### config.mk
export PLATFORM = sky130hd
export DESIGN_NAME = alu_unit
export DESIGN_NICKNAME = d
export VERILOG_FILES = /design/src/rtl/alu_unit.sv
export SDC_FILE = /design/constraint.sdc
export NUM_CORES = 1
export LEC_CHECK = 0
export CAP_MARGIN = 40
export CORE_MARGIN = 4
export CORE_UTILIZATION = 37
export CTS_BUF_LIST = sky130_fd_sc_hd__clkbuf_4
export CTS_CLUSTER_SIZE = 20
export DETAILED_ROUTE_END_ITERATION = 12
export PLACE_DENSITY_LB_ADDON = 0.2
export SYNTH_ARGS = -nofsm -noshare
export SYNTH_HDL_FRONTEND = slang
export SYNTH_SLANG_ARGS = --single-unit
### constraint.sdc
create_clock -name CLK -period 24.2 [get_ports CLK]
set_clock_uncertainty 0.2 [all_clocks]
set_input_delay 7.26 -clock CLK [delete_from_list [all_inputs] [get_ports CLK]]
set_output_delay 7.26 -clock CLK [all_outputs]
set_load 0.005 [all_outputs]
### src/rtl/alu_unit.sv
// Registered integer ALU: arithmetic and logical command sets with one-cycle latency.
// Error and status flags are recomputed on every issued operation, never held.
module alu_unit #(
    parameter int unsigned N  = 8,
    parameter int unsigned CW = 4
) (
    input  logic            CLK,
    input  logic            RST,
    input  logic            CE,
    input  logic [1:0]      INP_VALID,
    input  logic            MODE,
    input  logic [CW-1:0]   CMD,
    input  logic [N-1:0]    OPA,
    input  logic [N-1:0]    OPB,
    input  logic            CIN,
    output logic [2*N-1:0]  RES,
    output logic            COUT,
    output logic            OFLOW,
    output logic            G,
    output logic            L,
    output logic            E,
    output logic            ERR
);

    localparam int unsigned LW = $clog2(N);

    // Arithmetic commands
    localparam logic [CW-1:0] ArAdd    = CW'(0);
    localparam logic [CW-1:0] ArSub    = CW'(1);
    localparam logic [CW-1:0] ArAddCin = CW'(2);
    localparam logic [CW-1:0] ArSubCin = CW'(3);
    localparam logic [CW-1:0] ArIncA   = CW'(4);
    localparam logic [CW-1:0] ArDecA   = CW'(5);
    localparam logic [CW-1:0] ArIncB   = CW'(6);
    localparam logic [CW-1:0] ArDecB   = CW'(7);
    localparam logic [CW-1:0] ArCmp    = CW'(8);
    localparam logic [CW-1:0] ArMulInc = CW'(9);
    localparam logic [CW-1:0] ArMulShl = CW'(10);

    // Logical commands
    localparam logic [CW-1:0] LgAnd  = CW'(0);
    localparam logic [CW-1:0] LgNand = CW'(1);
    localparam logic [CW-1:0] LgOr   = CW'(2);
    localparam logic [CW-1:0] LgNor  = CW'(3);
    localparam logic [CW-1:0] LgXor  = CW'(4);
    localparam logic [CW-1:0] LgXnor = CW'(5);
    localparam logic [CW-1:0] LgNotA = CW'(6);
    localparam logic [CW-1:0] LgNotB = CW'(7);
    localparam logic [CW-1:0] LgShrA = CW'(8);
    localparam logic [CW-1:0] LgShlA = CW'(9);
    localparam logic [CW-1:0] LgShrB = CW'(10);
    localparam logic [CW-1:0] LgShlB = CW'(11);
    localparam logic [CW-1:0] LgRolA = CW'(12);
    localparam logic [CW-1:0] LgRorA = CW'(13);

    localparam logic [1:0] NeedA    = 2'b01;
    localparam logic [1:0] NeedB    = 2'b10;
    localparam logic [1:0] NeedBoth = 2'b11;

    logic [2*N-1:0] res_d, res_q;
    logic           cout_d, cout_q, oflow_d, oflow_q;
    logic           g_d, g_q, l_d, l_q, e_d, e_q, err_d, err_q;

    logic [N:0]     sum_ab, sum_abc, inc_a, inc_b, b_plus_cin;
    logic [N-1:0]   diff, diff_cin, dec_a, dec_b, a_shl, lo;
    logic [2*N-1:0] mul_inc, mul_shl;
    logic [LW-1:0]  amt;
    logic [N-1:0]   rol, ror;
    logic           rot_bad, illegal;
    logic [1:0]     need;

    always_comb begin
        sum_ab     = {1'b0, OPA} + {1'b0, OPB};
        sum_abc    = sum_ab + {{N{1'b0}}, CIN};
        b_plus_cin = {1'b0, OPB} + {{N{1'b0}}, CIN};
        inc_a      = {1'b0, OPA} + {{N{1'b0}}, 1'b1};
        inc_b      = {1'b0, OPB} + {{N{1'b0}}, 1'b1};
        diff       = OPA - OPB;
        diff_cin   = OPA - OPB - {{(N-1){1'b0}}, CIN};
        dec_a      = OPA - {{(N-1){1'b0}}, 1'b1};
        dec_b      = OPB - {{(N-1){1'b0}}, 1'b1};
        a_shl      = OPA << 1;
        mul_inc    = {{(N-1){1'b0}}, inc_a} * {{(N-1){1'b0}}, inc_b};
        mul_shl    = {{N{1'b0}}, a_shl} * {{N{1'b0}}, OPB};
        amt        = OPB[LW-1:0];
        rot_bad    = |(OPB >> LW);
        // A shift by N yields zero, which covers the amt == 0 case.
        rol        = (OPA << amt) | (OPA >> (N - amt));
        ror        = (OPA >> amt) | (OPA << (N - amt));
    end

    always_comb begin
        res_d   = '0;
        cout_d  = 1'b0;
        oflow_d = 1'b0;
        g_d     = 1'b0;
        l_d     = 1'b0;
        e_d     = 1'b0;
        err_d   = 1'b0;
        lo      = '0;
        need    = NeedBoth;
        illegal = 1'b0;

        if (MODE) begin
            case (CMD)
                ArAdd:    begin res_d = {{(N-1){1'b0}}, sum_ab};  cout_d = sum_ab[N];  end
                ArSub:    begin res_d = {{N{1'b0}}, diff};        oflow_d = OPA < OPB; end
                ArAddCin: begin res_d = {{(N-1){1'b0}}, sum_abc}; cout_d = sum_abc[N]; end
                ArSubCin: begin
                    res_d   = {{N{1'b0}}, diff_cin};
                    oflow_d = {1'b0, OPA} < b_plus_cin;
                end
                ArIncA: begin
                    need = NeedA; res_d = {{(N-1){1'b0}}, inc_a}; cout_d = inc_a[N];
                end
                ArDecA: begin
                    need = NeedA; res_d = {{N{1'b0}}, dec_a}; oflow_d = OPA == '0;
                end
                ArIncB: begin
                    need = NeedB; res_d = {{(N-1){1'b0}}, inc_b}; cout_d = inc_b[N];
                end
                ArDecB: begin
                    need = NeedB; res_d = {{N{1'b0}}, dec_b}; oflow_d = OPB == '0;
                end
                ArCmp: begin
                    g_d = OPA > OPB;
                    l_d = OPA < OPB;
                    e_d = OPA == OPB;
                end
                ArMulInc: res_d = mul_inc;
                ArMulShl: res_d = mul_shl;
                default:  illegal = 1'b1;
            endcase
        end else begin
            case (CMD)
                LgAnd:  lo = OPA & OPB;
                LgNand: lo = ~(OPA & OPB);
                LgOr:   lo = OPA | OPB;
                LgNor:  lo = ~(OPA | OPB);
                LgXor:  lo = OPA ^ OPB;
                LgXnor: lo = ~(OPA ^ OPB);
                LgNotA: begin need = NeedA; lo = ~OPA;      end
                LgNotB: begin need = NeedB; lo = ~OPB;      end
                LgShrA: begin need = NeedA; lo = OPA >> 1;  end
                LgShlA: begin need = NeedA; lo = OPA << 1;  end
                LgShrB: begin need = NeedB; lo = OPB >> 1;  end
                LgShlB: begin need = NeedB; lo = OPB << 1;  end
                LgRolA: begin lo = rol; illegal = rot_bad;  end
                LgRorA: begin lo = ror; illegal = rot_bad;  end
                default: illegal = 1'b1;
            endcase
            res_d = {{N{1'b0}}, lo};
        end

        // Idle beats report nothing; errors suppress every other output.
        if (INP_VALID == 2'b00 || illegal || (need & ~INP_VALID) != 2'b00) begin
            res_d   = '0;
            cout_d  = 1'b0;
            oflow_d = 1'b0;
            g_d     = 1'b0;
            l_d     = 1'b0;
            e_d     = 1'b0;
            err_d   = INP_VALID != 2'b00;
        end
    end

    always_ff @(posedge CLK) begin
        if (RST) begin
            res_q   <= '0;
            cout_q  <= 1'b0;
            oflow_q <= 1'b0;
            g_q     <= 1'b0;
            l_q     <= 1'b0;
            e_q     <= 1'b0;
            err_q   <= 1'b0;
        end else if (CE) begin
            res_q   <= res_d;
            cout_q  <= cout_d;
            oflow_q <= oflow_d;
            g_q     <= g_d;
            l_q     <= l_d;
            e_q     <= e_d;
            err_q   <= err_d;
        end
    end

    assign RES   = res_q;
    assign COUT  = cout_q;
    assign OFLOW = oflow_q;
    assign G     = g_q;
    assign L     = l_q;
    assign E     = e_q;
    assign ERR   = err_q;

endmodule

**Yosys cells after proc, flatten, opt, wreduce, memory -nomap -nowiden**

Cells that the tools add are included.
W data, S select, Z words.

- Flip-flop bits (word level): 22
- Input bits: 27
- Output and inout bits: 22
- Logic and storage cells: 94

- Add/sub/neg operators: 10
- Multiply operators: 2
- Order comparisons: 3
- Eq/ne operators: 14
- Shift operators: 4
- Muxes and demuxes: 26
- Bitwise logic cells: 12
- Reduce and logical (&&, ||, !) cells: 16

Operator list:

| kind | number |
|---|---|
| $pmux W16 S10 | 1 |
| $pmux W8 S14 | 1 |
| $not A8 Y8 | 5 |
| $mux W16 | 2 |
| $shl A8 B32 Y8 | 1 |
| $shr A8 B32 Y8 | 1 |
| $eq A4 B4 Y1 const B | 6 |
| $or A8 B8 Y8 | 3 |
| $add A8 B1 Y9 const B | 2 |
| $eq A4 B3 Y1 const B | 4 |
| $logic_not A8 Y1 | 2 |
| $mul A9 B9 Y16 | 1 |
| $mux W1 | 16 |
| $sub A8 B1 Y8 const B | 2 |
| $mul A7 B8 Y15 | 1 |
| $reduce_or A12 Y1 | 1 |
| $reduce_or A11 Y1 | 1 |
| $add A8 B1 Y9 | 1 |
| $add A8 B8 Y9 | 1 |
| $add A9 B1 Y9 | 1 |
| $lt A8 B9 Y1 | 1 |
| $and A8 B8 Y8 | 1 |
| $eq A4 B2 Y1 const B | 2 |
| $eq A8 B8 Y1 | 1 |
| other kinds (22) | 29 |

**Longest topological paths before layout**

Gate-level depths: netlist of run 1.

- Depth in word-level cells: 8
- Mapped depth: 24
- Gate-level depth less buffers: 20

**Worst setup path after synthesis of run 1**

OpenSTA, ideal clock, no wires.

- Kind: input-to-reg
- From: input port OPB[0]
- To: register res_q[14] (netlist: RES[14])
- Setup time: 0.117 ns
- Arrival: 12.336 ns
- Data required time: 23.883 ns
- Setup slack: 11.547 ns
- Cell stages on the path: 23
- Path buffers: 5
- Cells stage by stage: buf_2 > buf_4 > inv_2 > buf_2 > ha_1 > clkbuf_1 > clkbuf_1 > nand2_1 > fa_1 > inv_1 > fa_1 > ha_1 > inv_1 > fa_1 > inv_1 > fa_1 > a21oi_1 > o211ai_1 > or4_1 > a41oi_1 > xnor2_1 > a32oi_1 > nand2_1

- Cells in the longest elaborated chain, start to end: 5
- Elaborated cells between the ends (all ways): 6
- Those cells by class: 1 x add/sub; 2 x mul; 3 x mux

RTL lines:

| item | line | RTL |
|---|---|---|
| from (decl) | 14 | `input logic [N-1:0] OPB,` |
| $add A8 B1 Y9 | 77 | `inc_b = {1'b0, OPB} + {{N{1'b0}}, 1'b1};` |
| $mul A9 B9 Y16 | 83 | `mul_inc = {{(N-1){1'b0}}, inc_a} * {{(N-1){1'b0}}, inc_b};` |
| $pmux W16 S10 * | 105 | `case (CMD)` |
| $mux W16 * | 104 | `if (MODE) begin` |
| $mux W16 * | 156 | `if (INP_VALID == 2'b00 \|\| illegal \|\| (need & ~INP_VALID) != 2'b00) begin` |
| to (signal assigned) | 177 | `res_q <= res_d;` |
| to (decl) | 60 | `logic [2*N-1:0] res_d, res_q;` |

Every way passes the cells marked *; elsewhere a longest branch is shown, timed or not.
A chain may end at the register's enable or synchronous reset.

**Worst setup path after layout of run 1**

- From: input port OPA[0]
- To: register res_q[15] (netlist: RES[15])

- Cells in the longest elaborated chain, start to end: 5
- Elaborated cells between the ends (all ways): 6
- Those cells by class: 1 x add/sub; 2 x mul; 3 x mux

RTL lines:

| item | line | RTL |
|---|---|---|
| from (decl) | 13 | `input logic [N-1:0] OPA,` |
| $add A8 B1 Y9 | 76 | `inc_a = {1'b0, OPA} + {{N{1'b0}}, 1'b1};` |
| $mul A9 B9 Y16 | 83 |  |
| $pmux W16 S10 * | 105 |  |
| $mux W16 * | 104 |  |
| $mux W16 * | 156 |  |

Marks and branches as above.

==> metrics.cfg, run 1 <==
[worst_setup_path]
cpMaxStageDelayCell=ha_1
critPathTopFamily=adder cells
critPathMostFrequentCell=fa_1
critPathLaunchType=primary input
reg2reg_depth=6
critPathRequiredTime_ns=24.26
cp_num_buf_inv=6
r2r_end=RES[7]
arrival_ns=13.55
path_cells=clkdlybuf4s50_1 -> buf_4 -> clkinv_1 -> ha_1 -> inv_1 -> nor2_1 -> fa_1 -> fa_1 -> inv_1 -> fa_1 -> fa_1 -> inv_1 -> ha_1 -> o21ai_0 -> or2_2 -> a211oi_1 -> o221ai_1 -> xnor3_1 -> nand3_1 -> o211ai_1
crit_fanout=20
critPathCaptureType=flop
path_class=in -> reg
regToRegStartpoint=RES[7]
reg2reg_slack_ns=22.41
cp.depth=20
slowest_delay_ns=0.58

[cells_and_area]
area_growth_pct=8.02
multi_input_area_mm2=0.00838
instances_no_fill=1614
final_common_cell=inv_1
regArea_um2=440
design_area_mm2=0.0106
drive_gt1_share_pct=8.84
n_antenna_cell=0
nets=1494
layout_common_cells=inv_1 (147), nor2_1 (124), nand2_1 (111)
fillers=2704
fin_util_pct=40.7

[timing]
slew-limit-headroom_pct=37.3
finalWorstSetupSlack_ns=10.72
fmax_ghz=0.0742
fin_crit_sh_pct=55.7
fin_crit_ns=13.48
hold-worst-slack_ns=0.277
maxSlewViolCount=0
fin_tns_setup_ns=0
rsz0062_at_grt=no
setup_viol=0
tightest_slew_ns=0.934
hold_viol=0

[synthesis]
yosysTopAreaCell=fa_1
synth_area_leaders=fa_1 (16%), ha_1 (14%), inv_1 (5.6%), xnor2_1 (5.1%), nor2_1 (4.7%)
synth-edff-count=0
synthFlopType=dfxtp_1
synth_top_cell_area_share_pct=16.3
synth_area_mm2=0.00982
synth_warnings=0
seq_area_frac_synth_pct=4.49
syn_nets=1486
synth_cell_types=105
syn_inst=1272
synth_area_per_cell_um2=7.72
ys_ff_latch=22
ys_async_sr_fraction_pct=0

[drt]
vias=9992
wl_mm=39.0
drtIter0Drc=861
viasPerCell=6.19
drc=0
detail_route.wl_per_cell_um=24.1
ant_nets=0
dr.pass1.iters=7

[global_route]
grt_max_degree=54
grt_overflow_total=0
grt_pass1_wl_mm=60.0
grtUsageTotal_pct=26.5
grt_antenna_before_repair=0
grt_pass1_vias=9828

[power_and_ir_drop]
p_leak_nw=4.69
power_mw=0.513
ir_worst_vdd_uv=38.3
power_density_mw_per_mm2=48.4

[clock_tree]
cts_buffers=3
holdBufCountCts=0
cts_tree=yes
cts-resized-gates=0
clockBufferDepth=2
clock_sinks=22
path_clk_slew_ns=0.16
clkLatencyLatePin_ns=0.34
cts-root-buf=clkbuf_4
ctsHtreeMaxLevel=1
postCtsSetupBuffers=0

[die]
coreArea_mm2=0.0261
ios=49
dieArea_mm2=0.0292
fp-row-count=59
die_y_um=171
initial_core_util_pct=37.7
die_w_um=171

[placement]
pre_cts_slack_ns=10.42
io_buffer_count=48
place_hpwl_mm=29.0
placed_cells=1610
dpl_cell_area_mm2=0.0106
place.gp.congestion=1.01

[min_path]
min_path_type=reg -> reg
min_from=G
holdPathEnd=G
whs_path_depth=2

[status]
status=completed

[job]
cap_viol_max_count=0

## sequential cells by signal, indices dropped and copies added (netlist names)
signal / cells
L: 1
OFLOW: 1
E: 1
COUT: 1
RES: 16
ERR: 1
G: 1
## cell families (layout without fill, tap and decap cells)
logic type | count (synthesis) | in the layout | share of synthesized area, %
compound gates | 281 | 281 | 20.9
xor+xnor | 80 | 80 | 7.58
fa+ha+maj | 187 | 187 | 30.0
buf+inv | 236 | 243 | 10.3
flops | 22 | 22 | 4.49
mux | 40 | 40 | 4.65
simple gates | 426 | 426 | 22.1
## synthesized netlist by cell type, types with 8 or more instances
cell type,instances
a21oi_1,47
or2_2,14
fa_1,80
xor2_1,18
clkbuf_1,21
and3_1,10
o211ai_1,14
o21ai_1,11
o21ai_0,37
dfxtp_1,22
a22oi_1,9
nand2b_1,16
buf_2,32
a211oi_1,23
nand2_1,111
a21o_1,11
ha_1,107
nor2_1,124
or3_1,8
o22ai_1,15
nor2b_1,14
nand4_1,11
inv_1,147
mux2i_1,25
xnor2_1,57
nor3_1,31
buf_4,11
o2111ai_1,8
o221ai_1,10
mux2_2,9
nand3_1,30
## final cells by class
class | instances | share of cell area [%]
multi-input combinational | 1014 | 79.0
timing repair buffer | 80 | 6.76
inverter | 159 | 5.63
sequential | 22 | 4.15
tap | 335 | 3.95
clock inverter | 1 | 0.283
clock buffer | 3 | 0.212
## tightest hold or removal path, delay by kind of cell (launching register included)
kind	cells	cell delay (ns)
simple gates	1	0.06
flops	1	0.34
compound gates	1	0.05
## worst max path at each step
stage / from / to
after floorplan: OPB[0] / RES[14]
after global placement: OPA[0] / RES[14]
after detailed placement: OPA[0] / RES[15]
after CTS: OPA[0] / RES[15]
after global routing: OPA[0] / RES[15]
final: OPA[0] / RES[15]
## per-layer routing
metal,wire [µm],global-route usage (%),vias to the layer above
li1,-,-,4459
met1,16300,35.9,4850
met2,17000,41.4,557
met3,3880,5.18,124
met4,1790,10.5,2
met5,81,2.01,-
## report_power, final
part	switching, mW	total (mW)	leakage (nW)	internal (mW)
combinational	0.269	0.445	4.48	0.176
sequential	0.000408	0.0371	0.178	0.0367
clock	0.0145	0.0313	0.0279	0.0168
Note: power is estimated with default switching activity, not from simulation.
==> run 2: changes to the inputs <==
==> constraint.sdc (replaced) <==
create_clock -name CLK -period 13.5 [get_ports CLK]
set_clock_uncertainty 0.2 [all_clocks]
set_input_delay 4.05 -clock CLK [delete_from_list [all_inputs] [get_ports CLK]]
set_output_delay 4.05 -clock CLK [all_outputs]
set_load 0.005 [all_outputs]
==> run 2 against run 1 <==
Compared with the run above:
- critical path depth unchanged
- highest routed layer unchanged
- sequential power increased by 79%
- first-iteration DRC count increased by 21%
- critical path type unchanged
- cell count unchanged
==> metrics.cfg, run 2 (same netlist as run 1, synthesis figures left out) <==
[status]
status=completed

[timing]
fin_tns_setup_ns=0
setup_viol=0
maxSlewViolCount=0
fmax_ghz=0.0972
rsz0062_at_grt=no
hold_viol=0
tightest_slew_ns=0.848
fin_crit_ns=10.29
fin_crit_sh_pct=76.2
slew-limit-headroom_pct=43.3

[worst_setup_path]
crit_fanout=15
critPathRequiredTime_ns=13.53
critPathCaptureType=flop
arrival_ns=10.32
r2r_end=RES[7]
critPathLaunchType=primary input
critical_path.startpoint=OPB[6]
reg2reg_depth=6
crit_path_end=RES[14]
path_class=in -> reg
reg2reg_slack_ns=11.63
regToRegStartpoint=RES[7]

[clock_tree]
cts-resized-gates=0
clockBufferDepth=2
path_clk_slew_ns=0.14
ctsHtreeMaxLevel=1
holdBufCountCts=0
cts_buffers=3
clock_sinks=22
cts-root-buf=clkbuf_4
postCtsSetupBuffers=0
cts_tree=yes
clkLatencyLatePin_ns=0.33

[drt]
dr.pass1.iters=9
ant_nets=0
vias=9748
drc=0
detail_route.wl_per_cell_um=24.0
wl_mm=38.7
drtIter0Drc=1039
viasPerCell=6.04

[global_route]
grt_antenna_before_repair=1
grt_overflow_total=0
grt_pass1_wl_mm=59.8
grt_max_degree=54
grt_pass1_vias=9802
grtUsageTotal_pct=26.4

[placement]
io_buffer_count=48
place_hpwl_mm=29.5
place.gp.congestion=1.04
placed_cells=1610

[cells_and_area]
layout_common_cells=inv_1 (147), nor2_1 (124), nand2_1 (111)
drive_gt1_share_pct=8.84
n_antenna_cell=0
nets=1494
instances_no_fill=1614
final_common_cell=inv_1
area_growth_pct=8.02
largest_register_ffs=16

[die]
die_y_um=171
ios=49
dieArea_mm2=0.0292
fp-row-count=59
coreArea_mm2=0.0261
initial_core_util_pct=37.7
die_w_um=171

[power_and_ir_drop]
power_density_mw_per_mm2=86.5
p_leak_nw=4.69
power_mw=0.918
ir_worst_vdd_uv=79.1

[min_path]
whs_path_depth=2
min_path_type=reg -> reg

[job]
cap_viol_max_count=0

==> run 2: worst min-delay path by stage <==
stage	slack, ns	from	endpoint
after floorplan	0.24	RES[3]	RES[3]
after global placement	0.25	ERR	ERR
after detailed placement	0.26	G	G
after CTS	0.28	ERR	ERR
after global routing	0.32	ERR	ERR
final	0.28	RES[9]	RES[9]
==> run 2: final cells by class <==
class                           instances  area (µm²)
Timing Repair Buffer                   80         717
Fill cell                            2701       15500
Tap cell                              335         419
Multi-Input combinational cell       1014        8380
Inverter                              159         597
Sequential cell                        22         440
Clock inverter                          1        30.0
Clock buffer                            3        22.5
==> run 2: power by group <==
part           internal, mW  switching (mW)  total [mW]
Sequential           0.0658        0.000727      0.0665
Combinational         0.315           0.481       0.796
Clock                0.0300          0.0254      0.0555
Total                 0.410           0.507       0.918
==> run 2: through the flow <==
| step | hold WS, ns | setup WS [ns] | util, % | instance area, µm² |
|---|---|---|---|---|
| 5_1_grt | 0.319 | 2.94 | 40.7 | 10600 |
| 2_1_floorplan | 0.242 | 4.06 | - | 9820 |
| 6_report | 0.280 | 3.22 | 40.7 | 10600 |
| 3_5_place_dp | 0.257 | 2.96 | 40.5 | 10600 |
| 4_1_cts | 0.282 | 3.28 | 40.7 | 10600 |
| 3_3_place_gp | 0.251 | 2.88 | 40.3 | 10500 |
==> run 2: routing by layer <==
layer | global-route usage, % | part of all wire (%) | up-vias
met2 | 41.7 | 44 | 514
met1 | 36.9 | 43 | 4668
met4 | 10.0 | 5.0 | 2
met3 | 3.51 | 8.5 | 120
met5 | 0 | 0.028 | -
li1 | - | - | 4444
==> run 2: worst max-delay path: stages <==
cell             delay (ns)
clkdlybuf4s50_1        0.45
buf_4                  0.27
clkinv_1               0.55
xnor2_1                0.89
nand2b_1               0.21
fa_1                   0.44
fa_1                   0.54
inv_1                  0.05
fa_1                   0.52
inv_1                  0.05
fa_1                   0.57
inv_1                  0.06
ha_1                   0.36
nand3_1                0.09
o211ai_1               0.12
or4_1                  0.45
a41oi_1                0.26
xnor2_1                0.11
a32oi_1                0.19
nand2_1                0.07
==> run 3: changes to the inputs <==
==> constraint.sdc (replaced) <==
create_clock -name CLK -period 8.8 [get_ports CLK]
set_clock_uncertainty 0.2 [all_clocks]
set_input_delay 2.64 -clock CLK [delete_from_list [all_inputs] [get_ports CLK]]
set_output_delay 2.64 -clock CLK [all_outputs]
set_load 0.005 [all_outputs]
==> run 3 against run 2 <==
Compared with the run above:
- hold slack got worse by 0.0063 ns
- largest cell class unchanged
- global-route usage is 1.5 points higher
- sequential cell count unchanged
- power up 56%
- die area unchanged
- routed wire length up 5.6%
- combinational power rose by 56%
- first-iteration DRC count decreased by 14%
- via count up 2.0%
- worst setup slack worse by 2.6 ns
==> metrics.cfg, run 3 (same netlist as run 1, synthesis figures left out) <==
[status]
status=completed

[cells_and_area]
area_growth_pct=11.2
drive_gt1_share_pct=11.7
n_antenna_cell=0
layout_common_cells=inv_1 (147), nor2_1 (124), nand2_1 (111)
nets=1535
largest_register_ffs=16
final_common_cell=inv_1
design_area_mm2=0.0109
fillers=2709

[clock_tree]
cts-resized-gates=0
holdBufCountCts=0
clockBufferDepth=2
cts_buffers=3
cts-root-buf=clkbuf_4
postCtsSetupBuffers=0
ctsHtreeMaxLevel=1
path_clk_slew_ns=0.15
clkLatencyLatePin_ns=0.34
clock_sinks=22
cts_tree=yes

[die]
coreArea_mm2=0.0261
initial_core_util_pct=37.7
ios=49
dieArea_mm2=0.0292
die_w_um=171
die_y_um=171
fp-row-count=59

[timing]
fmax_ghz=0.122
fin_crit_ns=8.23
maxSlewViolCount=0
slew-limit-headroom_pct=41.4
hold_viol=0
tightest_slew_ns=0.873
fin_tns_setup_ns=0
hold-worst-slack_ns=0.274
rsz0062_at_grt=no
finalWorstSetupSlack_ns=0.574
fin_crit_sh_pct=93.5
setup_viol=0

[placement]
io_buffer_count=48
place_hpwl_mm=32.6
dpl_cell_area_mm2=0.0109
pre_cts_slack_ns=0.223
place.gp.congestion=1.04

[global_route]
grtUsageTotal_pct=27.9
grt_pass1_vias=9851
grt_overflow_total=0
grt_antenna_before_repair=0
grt_max_degree=37
grt_pass1_wl_mm=62.0

[worst_setup_path]
regToRegStartpoint=RES[7]
critPathCaptureType=flop
reg2reg_slack_ns=6.95
path_class=in -> reg
arrival_ns=8.28
critPathLaunchType=primary input
r2r_end=RES[7]
slowest_delay_ns=0.68
critPathTopFamily=adder cells
critPathMostFrequentCell=fa_1
critPathRequiredTime_ns=8.86
crit_fanout=18
reg2reg_depth=6
path_cells=clkdlybuf4s50_1 -> buf_4 -> nand3_1 -> xnor2_1 -> or2_2 -> fa_1 -> fa_1 -> inv_1 -> fa_1 -> inv_1 -> fa_1 -> inv_1 -> ha_1 -> nand3_1 -> o211ai_1 -> or4_1 -> a41oi_1 -> xnor2_1 -> a32oi_1 -> nand2_1
cpMaxStageDelayCell=xnor2_1
cp_num_buf_inv=5

[power_and_ir_drop]
p_leak_nw=4.89
ir_worst_vdd_uv=91.0
power_density_mw_per_mm2=131

[job]
cap_viol_max_count=0

[drt]
drtIter0Drc=895
drc=0
dr.pass1.iters=6
detail_route.wl_per_cell_um=24.7
wl_mm=40.8
ant_nets=0
vias=9945
viasPerCell=6.01

[min_path]
min_path_type=reg -> reg
holdPathEnd=ERR
min_from=ERR
whs_path_depth=2

[run 3: cell types whose count changed in the layout (fill, tap and decap cells not counted), sizes merged]
cell,delta
buf,+42
clkdlybuf4s18,-1
[run 3: metrics by stage]
step | util [%] | power [mW] | instances
finish | 41.9 | 1.43 | 1655
CTS | 41.9 | 1.43 | 1655
detailed placement | 41.7 | 1.33 | 1651
floorplan | - | 0.995 | 1272
global placement | 41.5 | 1.32 | 1647
global route | 41.9 | 1.58 | 1655
[run 3: worst min-delay path, delay by kind of cell, from the launching register on]
family / cells / cell delay, ns
compound gates: 1 / 0.05
simple gates: 1 / 0.06
flops: 1 / 0.34
[run 3: how the worst max path moves through the flow]
stage                   end  slack [ns]  cells after the start    from
finish              RES[14]        0.57                     20  OPB[2]
CTS                 RES[14]        0.58                     20  OPB[2]
global route        RES[15]        0.27                     22  OPA[1]
global placement    RES[14]        0.23                     20  OPB[2]
floorplan           RES[14]        0.77                     23  OPB[0]
detailed placement  RES[14]        0.22                     20  OPB[2]
[run 3: layout make-up]
cell class | count | area, µm² | area share, %
Clock buffer | 3 | 22.5 | 0.206
Clock inverter | 1 | 30.0 | 0.275
Inverter | 159 | 597 | 5.47
Multi-Input combinational cell | 1014 | 8380 | 76.7
Sequential cell | 22 | 440 | 4.03
Tap cell | 335 | 419 | 3.84
Timing Repair Buffer | 121 | 1030 | 9.43
[run 3: layer usage]
metal  vias to the layer above  wire (µm)  GRT usage [%]  part of all wire, %
met1                      4890      17100           37.0                   42
li1                       4519          -              -                    -
met5                         -          0              0                    0
met3                       104       2420           3.03                  5.9
met4                         0       2430           12.9                  5.9
met2                       432      18900           45.7                   46
[run 3: power breakdown]
group	leakage, nW	internal (mW)	total [mW]	switching (mW)
clock	0.0279	0.0462	0.0856	0.0394
sequential	0.178	0.101	0.102	0.00100
combinational	4.68	0.497	1.24	0.746
